### src/rtl/endecoder_sched.sv
// rtl/endecoder_sched.sv - round-robin sequencer/arbiter for the shared encode/decode core
// Defining SCHED_TIMEOUT_EN adds a WAIT-state timeout of TIMEOUT_CYC cycles.
module endecoder_sched #(
   parameter int DW          = 8,
   parameter int TIMEOUT_CYC = 16
) (
   input  logic          clk,
   input  logic          rst,
   input  logic          enc_req_valid,
   output logic          enc_req_ready,
   input  logic [DW-1:0] enc_req_data,
   input  logic          dec_req_valid,
   output logic          dec_req_ready,
   input  logic [DW-1:0] dec_req_data,
   output logic          core_start,
   output logic          core_op,
   output logic [DW-1:0] core_din,
   input  logic          core_done,
   input  logic [DW-1:0] core_dout,
   output logic          rsp_valid,
   input  logic          rsp_ready,
   output logic [DW-1:0] rsp_data,
   output logic          rsp_is_dec,
   output logic          rsp_err,
   output logic          busy
);

   typedef enum logic [1:0] {S_IDLE, S_ISSUE, S_WAIT, S_RESP} state_t;

   state_t        r_state;
   state_t        w_next;
   logic          r_last_grant;
   logic          r_core_op;
   logic [DW-1:0] r_core_din;
   logic [DW-1:0] r_rsp_data;
   logic          r_rsp_is_dec;
   logic          r_rsp_err;

   logic w_idle;
   logic w_enc_win;
   logic w_dec_win;
   logic w_enc_hs;
   logic w_dec_hs;
   logic w_req_hs;
   logic w_done;
   logic w_timeout;

   // A channel wins unless the other is also requesting and was not served last;
   // each ready looks only at the other channel's valid.
   assign w_idle        = (r_state == S_IDLE) && !rst;
   assign w_enc_win     = r_last_grant || !dec_req_valid;
   assign w_dec_win     = !r_last_grant || !enc_req_valid;
   assign enc_req_ready = w_idle && w_enc_win;
   assign dec_req_ready = w_idle && w_dec_win;
   assign w_enc_hs      = enc_req_valid && enc_req_ready;
   assign w_dec_hs      = dec_req_valid && dec_req_ready;
   assign w_req_hs      = w_enc_hs || w_dec_hs;
   assign w_done        = (r_state == S_WAIT) && core_done;

`ifdef SCHED_TIMEOUT_EN
   logic [7:0] r_wait_cnt;

   always_ff @(posedge clk) begin
      if (rst) begin
         r_wait_cnt <= '0;
      end else if (r_state == S_ISSUE) begin
         r_wait_cnt <= '0;
      end else if (r_state == S_WAIT) begin
         r_wait_cnt <= r_wait_cnt + 8'd1;
      end
   end

   // Fires on the WAIT cycle whose increment reaches TIMEOUT_CYC; a done in that cycle wins.
   assign w_timeout = (r_state == S_WAIT) && !core_done &&
                      (r_wait_cnt == 8'(TIMEOUT_CYC - 1));
`else
   // TIMEOUT_CYC is never 0, so this folds to a constant 0.
   assign w_timeout = (r_state == S_WAIT) && (TIMEOUT_CYC == 0);
`endif

   always_comb begin
      w_next = r_state;
      case (r_state)
         S_IDLE:  if (w_req_hs) w_next = S_ISSUE;
         S_ISSUE: w_next = S_WAIT;
         S_WAIT:  if (w_done || w_timeout) w_next = S_RESP;
         S_RESP:  if (rsp_ready) w_next = S_IDLE;
         default: w_next = S_IDLE;
      endcase
   end

   always_ff @(posedge clk) begin
      if (rst) begin
         r_state      <= S_IDLE;
         r_last_grant <= 1'b1;
         r_core_op    <= 1'b0;
         r_core_din   <= '0;
         r_rsp_data   <= '0;
         r_rsp_is_dec <= 1'b0;
         r_rsp_err    <= 1'b0;
      end else begin
         r_state <= w_next;
         if (w_req_hs) begin
            r_core_op  <= w_dec_hs;
            r_core_din <= w_dec_hs ? dec_req_data : enc_req_data;
         end
         if (w_done) begin
            r_rsp_data   <= core_dout;
            r_rsp_is_dec <= r_core_op;
            r_rsp_err    <= 1'b0;
         end else if (w_timeout) begin
            r_rsp_data   <= '0;
            r_rsp_is_dec <= r_core_op;
            r_rsp_err    <= 1'b1;
         end
         if ((r_state == S_RESP) && rsp_ready) begin
            r_last_grant <= r_core_op;
         end
      end
   end

   assign core_start = (r_state == S_ISSUE);
   assign core_op    = r_core_op;
   assign core_din   = r_core_din;
   assign rsp_valid  = (r_state == S_RESP);
   assign rsp_data   = r_rsp_data;
   assign rsp_is_dec = r_rsp_is_dec;
   assign rsp_err    = r_rsp_err;
   assign busy       = (r_state != S_IDLE);

endmodule
### config.mk
export PLATFORM = sky130hd
export DESIGN_NAME = endecoder_sched
export DESIGN_NICKNAME = d
export VERILOG_FILES = /design/src/rtl/endecoder_sched.sv
export SDC_FILE = /design/constraint.sdc
export NUM_CORES = 1
export LEC_CHECK = 0
export ABC_CLOCK_PERIOD_IN_PS = 1670
export BUFFER_PORTS_ARGS = -buffer_cell sky130_fd_sc_hd__buf_4
export CORE_ASPECT_RATIO = 0.6
export CORE_MARGIN = 2
export CORE_UTILIZATION = 43
export DETAILED_ROUTE_END_ITERATION = 8
export MAX_ROUTING_LAYER = met4
export PLACE_DENSITY = 0.78
export SYNTH_ARGS = -nofsm -noshare
export SYNTH_HDL_FRONTEND = slang
export SYNTH_SLANG_ARGS = --single-unit
### constraint.sdc
create_clock -name clk -period 1.67 [get_ports clk]
set_clock_uncertainty 0.1 [all_clocks]
set_input_delay 0.501 -clock clk [delete_from_list [all_inputs] [get_ports clk]]
set_output_delay 0.501 -clock clk [all_outputs]
set_load 0.01 [all_outputs]
# [Word-level counts from Yosys, hierarchy flattened]
# Index checks and enable logic that the tools add are counted.
# Widths: inputs -> output; s select.
[op_classes] n_eq_ne=6 n_lt_le_gt_ge=0 div_mod_pow=0 n_bitwise=0 shift=0 muxes=5 n_reduce_logical=17 n_mul=0 n_addsub=0
[op_table] op="$mux 8" count=1
[op_table] op="$pmux 2 s4" count=1
[op_table] op="$logic_and 1x1->1" count=7
[op_table] op="$mux 2" count=3
[op_table] op="$eq 2x2->1 const B" count=2
[op_table] op="$logic_not 1->1" count=4
[op_table] op="$ne 2x2->1 const B" count=2
[op_table] op="$logic_or 1x1->1" count=3
[op_table] op="$reduce_and 3->1" count=1
[op_table] op="$eq 2x1->1 const B" count=1
[op_table] op="$logic_not 2->1" count=1
[op_table] op="$ne 2x1->1 const B" count=1
[op_table] op="$reduce_bool 2->1" count=1
[totals] ff_bits=21 mem_bits_ro=0 output_inout_bits=24 mem_count=0 elab_cells=34 ram_bits=0 inputBits=30 latch_bits=0

# [Logic depth before layout (Yosys ltp)]
[logic_depth] depth_word=7 ltp_mapped=7 ltp_nobuf=6

# [Worst setup path after synthesis]
# Ideal clock, no wire load.
[synth_timing] path_type="reg-to-output" start="register r_state[0]" end="output port dec_req_ready" path_buffers=0 t_required_ns=1.069 path_stages_with_launch=5 arrival_ns=1.064 setup_slack_ns=0.005 path_cell_list="dfxtp_1 inv_1 ha_1 or2b_1 a21oi_1"
[synth_between] elab_chain_cells=3
[synth_lines] item="start: declaration" line="30" source="state_t r_state;"
[synth_lines] item="start signal: assignment" line="102" source="r_state <= w_next;"
[synth_lines] item="$logic_not 2->1" line="50" source="assign w_idle = (r_state == S_IDLE) && !rst;"
[synth_lines] item="$logic_and 1x1->1" line="50"
[synth_lines] item="$logic_and 1x1->1" line="54" source="assign dec_req_ready = w_idle && w_dec_win;"
[synth_lines] item="end: declaration" line="13" source="output logic dec_req_ready,"
# Every way passes these cells.

# [Worst setup path in the final report]
# Ends and elaborated chain as after synthesis.

==> impl_metrics.csv <==
group,metric,value,unit
sta,hold_viol,0,
routing,drtIter0Drc,37,
placement,hpwl,1960,um
pwr,leakage,0.000751,uW
worst_setup_path,cp_data_arrival_time,1.30,ns
grt,grt_max_degree,24,
synthesis,synthTopCellsByArea,"dfxtp_1, mux2i_1, a21oi_1",
clock_tree,htree_levels,1,
status,status,"finished, violations left",
final_layout,layout_commonest_cell,"buf_4",
worst_setup_path,cp_max_fo,2,
synthesis,syn_avg_cell_area,8.94,sq um
clock_tree,cts_sinks,21,
final_layout,drive_gt1_share,48.2,%
grt,grtUsageTotal,19.8,%
synthesis,ys_types,24,
clock_tree,tritoncts,"built",
grt,overflow,0,
routing,drt_wl_total,2830,um
placement,io_buffers,52,
clock_tree,cts.clk_slew.worst_paths,0.08,ns
final_layout,layout.cells.most_common_list,"buf_4, dfxtp_1, nand2_1",
final_layout,layout.nets,205,
worst_setup_path,worstReg2RegStart,"r_state[0]",
routing,antenna_left,0,
sta,final.setup.worst_slack,-0.232,ns
hold_path,hp-class,"reg2reg",
sta,grt_setup_unrepaired,"yes",
routing,vias,991,
synthesis,netlist_area,975,sq um
routing,post_drt_wl_per_cell,14.2,um
sta,period_share,114,%
sta,setup_viol,3,
synthesis,yosys_register_bits,21,
die,core,2150,sq um
grt,antenna_found_initial,0,
worst_setup_path,critPathSlowestCell,"dfxtp_2",
status,violations,"negative setup slack",
synthesis,syn_nets,143,
synthesis,netlist.area_leader.share,43.1,%
sta,final_max_slew_viol_count,0,
routing,dr.pass1.iters,4,
sta,final.setup.tns,-0.583,ns
sta,finalCriticalPeriod,1.90,ns
die,die_w,65.5,um
synthesis,yosysTopAreaCell,"dfxtp_1",
grt,first_global_vias,840,
die,die_h,40.9,um
worst_setup_path,path_cells,"inv_2 > ha_4 > or2b_1 > a21oi_2 > buf_4",
synthesis,seq_area_frac_synth,43.1,%
die,ioPinCount,54,
routing,drc,0,
clock_tree,cts_buffers,3,
placement,dp_slack,-0.0813,ns
final_layout,fillCellCount,157,
sta,max_freq,526,MHz
worst_setup_path,required,1.07,ns
routing,avgViaCountPerCell,4.96,
final_layout,syn_to_final_growth,63.3,%
synthesis,yosysWarnings,0,
worst_setup_path,cp-end-kind,"output pin",
final_layout,n_antenna_cell,0,
clock_tree,cts_root_buf,"clkbuf_8",
die,num_rows,13,
hold_path,hp-start,"rsp_data[1]",
pwr,power_density,1300,nW/um^2
grt,grt_pass1_wl,3800,um
worst_setup_path,crit_type,"reg2out",
worst_setup_path,crit_path_start,"r_state[0]",
worst_setup_path,start_kind,"flop",
die,initial_utilization,45.4,%
die,die_area,2680,sq um
synthesis,syn_inst,109,
pwr,vdd_drop_max,0.857,mV
job,maxCapViolCount,0,
clock_tree,clk_path_buf_depth,2,
placement,gp_congestion,0.729,
clock_tree,clk_latency,0.26,ns
worst_setup_path,crit_path_max_incr_delay,0.33,ns
## layer usage
layer / routed length, um / up-vias / GRT usage [%]
met4: 12 / 0 / 1.56
met1: 1270 / 469 / 24.3
met5: 0 / - / -
met3: 137 / 2 / 6.32
li1: - / 497 / -
met2: 1420 / 23 / 34.4
## cell type report
cell class                      count  area (sq um)  area share [%]
Clock buffer                        3          41.3            2.59
Tap cell                           30          37.5            2.36
Inverter                            5          18.8            1.18
Multi-Input combinational cell     76           563            35.4
Clock inverter                      1          5.00           0.314
Sequential cell                    21           423            26.6
Timing Repair Buffer               64           503            31.6
## cells by family after synthesis
group | share of synthesized area (%)
AND/OR/NAND/NOR | 20.9
AO/OA/AOI/OAI | 15.8
flip-flops | 43.1
buffers and inverters | 5.39
multiplexers | 9.24
adder cells (fa/ha/maj) | 5.13
other | 0.385
## sequential cells by signal (all words and copies together) (netlist names)
signal / count
core_din: 8
core_op: 1
rsp_is_dec: 1
r_state: 2
rsp_data: 8
r_last_grant: 1
## report_power, final
group / switching [uW] / internal [uW]
combinational: 485 / 579
clock: 171 / 166
sequential: 64.1 / 608
## synth_stat cells
| cell type | count |
|---|---|
| dfxtp_1 | 21 |
| a21oi_1 | 13 |
| nand2_1 | 12 |
| nand3_1 | 10 |
| mux2i_1 | 9 |
| nand3b_1 | 8 |
| o21ai_0 | 6 |
| inv_1 | 5 |
| clkbuf_1 | 4 |
| ha_1 | 4 |
| buf_4 | 2 |
| nand2b_1 | 2 |
| o21ai_1 | 2 |
| a221oi_2 | 1 |
| a311o_1 | 1 |
| buf_1 | 1 |
| conb_1 | 1 |
| nor2_1 | 1 |
| nor2b_1 | 1 |
| nor2b_4 | 1 |
| nor3_1 | 1 |
| o21a_1 | 1 |
| o21ai_4 | 1 |
| or2b_1 | 1 |
## through the flow
| step | total power (uW) | instance area (sq um) | hold WS, ns | instances | util (%) |
|---|---|---|---|---|---|
| floorplan | 1100 | 975 | 0.381 | 109 | - |
| global placement | 1450 | 1420 | 0.346 | 191 | 66.2 |
| detailed placement | 1490 | 1420 | 0.354 | 191 | 66.2 |
| CTS | 1920 | 1520 | 0.365 | 197 | 71.0 |
| global route | 2180 | 1590 | 0.382 | 200 | 74.1 |
| finish | 2070 | 1590 | 0.362 | 200 | 74.1 |
## repair_timing
| item | in CTS | in global routing |
|---|---|---|
| gates resized for setup | 13 | 14 |
| gates cloned | 0 | 1 |
| pin swaps | 1 | 1 |
| hold buffers | 0 | 0 |
| setup buffers | 3 | 2 |
| setup endpoints to repair | 13 | 14 |
## path summary, 6_finish.rpt
path | to | slack (ns) | cells past startpoint
max | dec_req_ready | -0.23 | 5
min | rsp_data[1] | 0.36 | 2
max reg2reg | r_state[1] | 0 | 8
min reg2reg | rsp_data[1] | 0.36 | 2
## worst max-delay path: cells and delay by family, from the launching register on
kind            cells  cell delay, ns
simple gates        1            0.26
buf+inv             2            0.20
flops               1            0.33
compound gates      1            0.11
fa+ha+maj           1            0.13
Power figures use the tool's default switching activity.
